`config.mk`:
```
export PLATFORM = sky130hd
export DESIGN_NAME = voice_mixer
export DESIGN_NICKNAME = d
export VERILOG_FILES = /design/src/rtl/voice_mixer.sv
export SDC_FILE = /design/constraint.sdc
export NUM_CORES = 1
export LEC_CHECK = 0
export CAP_MARGIN = 30
export CORE_UTILIZATION = 38
export CTS_CLUSTER_SIZE = 30
export DETAILED_ROUTE_END_ITERATION = 8
export GPL_TIMING_DRIVEN = 0
export PLACE_DENSITY = 0.7
export SYNTH_ARGS = -nofsm -noshare
export SYNTH_HDL_FRONTEND = slang
export SYNTH_SLANG_ARGS = --single-unit
```
`constraint.sdc`:
```
create_clock -name clk -period 3.9 [get_ports clk]
set_clock_uncertainty 0.1 [all_clocks]
set_input_delay 0.39 -clock clk [delete_from_list [all_inputs] [get_ports clk]]
set_output_delay 0.39 -clock clk [all_outputs]
set_load 0.1 [all_outputs]
```
`src/rtl/voice_mixer.sv`:
```
// Time-multiplexed voice summer: accumulates N_VOICES signed samples per frame
// and emits one saturated output sample per frame over a valid/ready stream.
module voice_mixer #(
    parameter int unsigned N_VOICES = 8,
    parameter int unsigned WI_IN    = 2,
    parameter int unsigned WF_IN    = 14,
    parameter int unsigned WI_OUT   = 1,
    parameter int unsigned WF_OUT   = 15
) (
    input  logic                        clk,
    input  logic                        rst_n,
    input  logic [WI_IN+WF_IN-1:0]      s_data,
    input  logic                        s_valid,
    input  logic                        s_last,
    output logic                        s_ready,
    output logic [WI_OUT+WF_OUT-1:0]    m_data,
    output logic                        m_valid,
    input  logic                        m_ready,
    output logic                        ovf,
    output logic                        frame_err
);

    localparam int unsigned GUARD = $clog2(N_VOICES);
    localparam int unsigned W_IN  = WI_IN + WF_IN;
    localparam int unsigned W_OUT = WI_OUT + WF_OUT;
    localparam int unsigned W_ACC = WI_IN + GUARD + WF_IN;
    localparam int unsigned CNT_W = GUARD;
    localparam int unsigned W_IX  = (WI_IN + GUARD > WI_OUT) ? WI_IN + GUARD : WI_OUT;
    localparam int unsigned W_FX  = (WF_IN > WF_OUT) ? WF_IN : WF_OUT;
    localparam int unsigned W_X   = W_IX + W_FX;
    localparam int unsigned SH_UP = W_FX - WF_IN;
    localparam int unsigned SH_DN = W_FX - WF_OUT;

    localparam logic [W_OUT-1:0] SAT_NEG = W_OUT'(1) << (W_OUT - 1);
    localparam logic [W_OUT-1:0] SAT_POS = ~SAT_NEG;
    localparam logic [CNT_W-1:0] CNT_LAST = CNT_W'(N_VOICES - 1);

    typedef enum logic {
        ST_ACC = 1'b0,
        ST_OUT = 1'b1
    } state_t;

    state_t                    state;
    logic signed [W_ACC-1:0]   acc;
    logic [CNT_W-1:0]          cnt;

    logic signed [W_IN-1:0]    sample_c;
    logic signed [W_ACC-1:0]   sum_c;
    logic signed [W_X-1:0]     wide_c;
    logic signed [W_X-1:0]     aligned_c;
    logic                      fits_c;
    logic                      last_c;
    logic [W_OUT-1:0]          conv_c;
    logic                      conv_ovf_c;

    // Full frame sum including the current beat, aligned to the output binary point.
    always_comb begin
        sample_c   = s_data;
        sum_c      = acc + W_ACC'(sample_c);
        wide_c     = W_X'(sum_c) <<< SH_UP;
        aligned_c  = wide_c >>> SH_DN;
        fits_c     = (aligned_c == W_X'($signed(aligned_c[W_OUT-1:0])));
        last_c     = (cnt == CNT_LAST);
        conv_ovf_c = !fits_c;
        if (fits_c) begin
            conv_c = aligned_c[W_OUT-1:0];
        end else if (aligned_c[W_X-1]) begin
            conv_c = SAT_NEG;
        end else begin
            conv_c = SAT_POS;
        end
    end

    // Frame FSM with registered handshake outputs.
    always_ff @(posedge clk or negedge rst_n) begin
        if (!rst_n) begin
            state     <= ST_ACC;
            acc       <= '0;
            cnt       <= '0;
            s_ready   <= 1'b1;
            m_valid   <= 1'b0;
            m_data    <= '0;
            ovf       <= 1'b0;
            frame_err <= 1'b0;
        end else begin
            case (state)
                ST_ACC: begin
                    if (s_valid && s_ready) begin
                        if (s_last != last_c) begin
                            frame_err <= 1'b1;
                        end
                        if (last_c) begin
                            m_data  <= conv_c;
                            ovf     <= conv_ovf_c;
                            acc     <= '0;
                            cnt     <= '0;
                            state   <= ST_OUT;
                            s_ready <= 1'b0;
                            m_valid <= 1'b1;
                        end else begin
                            acc <= sum_c;
                            cnt <= cnt + CNT_W'(1);
                        end
                    end
                end
                ST_OUT: begin
                    if (m_ready) begin
                        state   <= ST_ACC;
                        s_ready <= 1'b1;
                        m_valid <= 1'b0;
                    end
                end
                default: begin
                    state   <= ST_ACC;
                    s_ready <= 1'b1;
                    m_valid <= 1'b0;
                end
            endcase
        end
    end

endmodule

```
* Yosys cells after proc, flatten, opt, wreduce, memory -nomap -nowiden *
Cells that the tools add are included.

storage, ports and cells
  register bits = 43
  output and inout bits = 20
  word-level logic and storage cells = 39

cells by class
  $add $sub $neg = 2
  equal/unequal tests = 6
  muxes and demuxes = 16
  bitwise operators = 1
  reduce and logical (&&, ||, !) cells = 6

operators by type and width
  operator             count
  $mux 16              2
  $add 19x16->19       1
  $mux 19              1
  $mux 1               9
  $reduce_and 3->1     3
  $ne 2x2->1 const B   3
  $pmux 1 s2           3
  $eq 4x1->1           1
  $add 3x1->3 const B  1
  $eq 3x3->1 const B   1
  $mux 3               1
  $reduce_and 2->1     1
  $logic_and 1x1->1    1
  $logic_not 1->1      1
  $ne 1x1->1           1
  $not 1->1            1

* Depth between registers and ports, before layout *
  depth in word-level cells = 4
  gate-level depth with buffers = 10

* Worst setup path before layout *
No wires, ideal clock.

  kind = input to register
  from = input port s_data[0]
  to = register m_data[10]
  library setup time = 0.104 ns
  arrival = 2.676 ns
  setup slack = 1.020 ns
  stages = 10
  buffers on the path = 1
  cells stage by stage = ha_1 fa_1 a21o_1 a221oi_2 nor2_1 o21ai_0 xnor2_1 a41oi_2 buf_6 o311ai_1

on the way
  word-level cells in the longest chain between the ends = 3
  elaborated cells between the ends (all ways) = 4
  classes of those cells = add/sub (1); eq/ne (1); mux (2)

ends and longest elaborated chain
  what                                   RTL line  source
  start: declaration                     12        input logic [WI_IN+WF_IN-1:0] s_data,
  $add 19x16->19 (*)                     59        sum_c = acc + W_ACC'(sample_c);
  $eq 4x1->1 or $mux 16 (tied branches)  62, 67
  $mux 16 (*)                            65        if (fits_c) begin
  end signal: assignment                 93        m_data <= conv_c;
  end: declaration                       16        output logic [WI_OUT+WF_OUT-1:0] m_data,

Every way passes the cells marked *; elsewhere a longest branch is shown, timed or not.
A chain may end at the register's enable or synchronous reset.

* Worst setup path after layout *
  from = input port s_data[0]
  to = register m_data[8]

The elaborated chain is that of the path after synthesis.

==> metrics.md <==
| Metric | Value |
|---|---|
| Maxcap violations | 0 |
| Netlist Area Pre-Place | 0.00278 mm2 |
| Top-count cell post-synth | nand2_1 |
| Status | completed |
| Iteration-0 DRC Markers | 136 |
| Static Leak | 1.48 nW |
| HPWL Detailed | 5210 um |
| CP startpoint | s_data[0] |
| Global-route wire length before repair | 10,700 um |
| Post-synth top cells | nand2_1 (52), dfrtp_1 (42), ha_1 (20) |
| Worst slew pin tran | 0.982 ns |
| WL per Instance | 15.3 um |
| Worst skew pair latency | 0.30 ns |
| Crit. End Element | flip-flop |
| Slew headroom | 0.343 |
| Row count | 30 |
| Synthesis Warnings | 0 |
| Setup TNS | 0 ns |
| Worst hold path startpoint | m_data[0] |
| Area share of the largest cell type after synthesis | 0.378 |
| Largest net degree at the start of global routing | 26 |
| Die ar. | 0.00767 mm2 |
| Hold_buf cts | 1 |
| Clock sinks | 43 |
| P per Cell Area | 946 mW/mm2 |
| First-pass DRT Iterations | 4 |
| Core Area | 0.00694 mm2 |
| N_diodes | 0 |
| Initial antenna violation count | 0 |
| Endpoints failing hold | 0 |
| GRT Residual Overflow | 0 |
| Die Ht | 87.6 um |
| Post-CTS resize count | 0 |
| Distinct cells, synth | 59 |
| Root Buffer | clkbuf_8 |
| Die width | 87.6 um |
| DR vias/cell | 5.56 |
| Post-synthesis cell count | 290 |
| Critical Path Fanout Max | 10 |
| Period utilization | 0.892 |
| CTS tree | built |
| Max-slew violation count | 0 |
| Post-route antenna net violation count | 0 |
| Clock Path Buffers | 2 |
| Cell taking the most area after synthesis | dfrtp_1 |
| Post-synthesis net count | 332 |
| Vias in the first global route | 2,304 |
| Main flop type after synthesis | dfrtp_1 |
| Fraction of layout instances using a drive strength above 1 | 0.0882 |
| Slowest cell on crit path | fa_1 |
| Reg clk slew, reported paths | 0.09 ns |
| Register bit total from synthesis | 43 |
| RSZ-0062 raised after global routing | false |
| Fmax | 0.288 GHz |
| Cells along the critical path | clkdlybuf4s50_1 -> ha_1 -> fa_1 -> a21o_1 -> a221oi_2 -> nor2_1 -> o21ai_0 -> xnor2_1 -> a41oi_2 -> buf_6 -> o311ai_1 |
| Setup-failing EPs final | 0 |
| Buf/Inv on CP | 2 |
| Residual DRC | 0 |
| Total CTS buffers | 5 |
| CP peak stage delay | 0.43 ns |
| Post-synth ARST share | 1.00 |
| Area contributors post-synth | dfrtp_1 (38%), ha_1 (9.0%), nand2_1 (7.0%) |
| NumNets Final | 381 |
| Hold Path Class | reg -> reg |
| IO Pins | 41 |
| CP Launch Type | input pin |
| Via Count | 2,423 |
| Tot Pwr | 3.23 mW |
| Area Overhead vs Synth | 22.7% |
| GRT Util Overall | 0.182 |
| CP Class | in -> reg |
| Post-synth EDFFs | 0 |
| Fin crit period | 3.48 ns |
| Critical path required time | 3.99 ns |
| Routability congestion estimate | 0.883 |
| IO buf count | 40 |
| Max VDD drop | 453 uV |
| Initial cell density of the core | 0.401 |
| Final wirelength | 6650 um |
| Critical Path AT | 3.57 ns |
| Critical R2R Launch | acc[0] |
| Avg Synthesized Cell Area | 9.59 um2 |
| Sequential share of the synthesized area | 0.387 |
| H-tree depth | 2 |
| # Post-CTS Setup Buffers | 0 |
| Crit path max-delay family | compound AO/OA/AOI/OAI gates |
==> metrics by stage <==
stage                     instances  setup slack [ns]  hold slack, ns  utilization  cell area, um2
after floorplan                 290              1.02        -0.00559            -            2780
after global placement          426             0.188           0.361        0.475            3300
after detailed placement        427             0.141           0.284        0.478            3320
after CTS                       436             0.410           0.390        0.491            3410
after global routing            436             0.171           0.408        0.491            3410
final                           436             0.423           0.381        0.491            3410
==> sequential cells by signal, indices dropped and copies added (netlist names) <==
register	flops
acc	19
frame_err	1
m_data	16
m_valid	1
ovf	1
state	1
cnt	3
s_ready	1
==> layer usage <==
layer,global-route usage,routed length (um),vias to the layer above
met3,0.0339,284,8
li1,-,-,1179
met5,0,0,-
met2,0.300,3170,66
met1,0.243,3130,1170
met4,0.0551,69,0
==> where the power goes <==
| part | switching (mW) | internal, mW |
|---|---|---|
| sequential | 0.106 | 0.633 |
| clock | 0.159 | 0.125 |
| combinational | 1.47 | 0.732 |
==> tightest hold or removal path, cell delays in order (launching register included) <==
cell	delay, ns
dfrtp_1	0.35
nand2_1	0.05
nand2_1	0.06
==> worst paths after layout <==
path / slack (ns) / endpoint / cells after the start
worst max-delay path: 0.42 / m_data[8] / 11
worst min register to register: 0.38 / m_data[0] / 2
worst max register to register: 0.54 / m_data[8] / 10
max in group asynchronous: 2.71 / m_data[4] / 3
worst min-delay path: 0.38 / m_data[0] / 2
min in group asynchronous: 0.49 / acc[14] / 2
==> layout make-up <==
cell class	count	area, um2
timing repair buffer	42	425
clock inverter	2	12.5
tap	96	120
fill	660	3530
sequential	43	1080
multi-input combinational	226	1610
inverter	5	18.8
buffer	16	80.1
clock buffer	6	72.6
==> cell families (layout without fill, tap and decap cells) <==
| family | count (synthesis) | in the layout | share of synthesized area |
|---|---|---|---|
| xor+xnor | 16 | 16 | 0.0531 |
| buf+inv | 21 | 71 | 0.0355 |
| simple gates | 92 | 92 | 0.146 |
| compound gates | 95 | 95 | 0.273 |
| mux | 2 | 2 | 0.00810 |
| flops | 43 | 43 | 0.387 |
| fa+ha+maj | 21 | 21 | 0.0972 |
==> placed cells by master, fill, tap and decap left out, types with 3 or more instances in the layout <==
cell type,instances
clkdlybuf4s50_1,39
ha_1,20
xor2_1,5
a21o_1,9
and3_1,3
o311ai_0,4
clkbuf_8,5
nand4_1,4
and2_1,5
o311ai_1,5
o211ai_1,6
nand2_1,52
buf_2,4
o21ai_0,10
dfrtp_1,42
a21oi_1,14
nor3_1,5
o31ai_1,11
nor2_1,13
xnor2_1,10
clkbuf_1,10
a22o_1,6
inv_1,5
nand3_1,4
(Power assumes the default switching activity.)
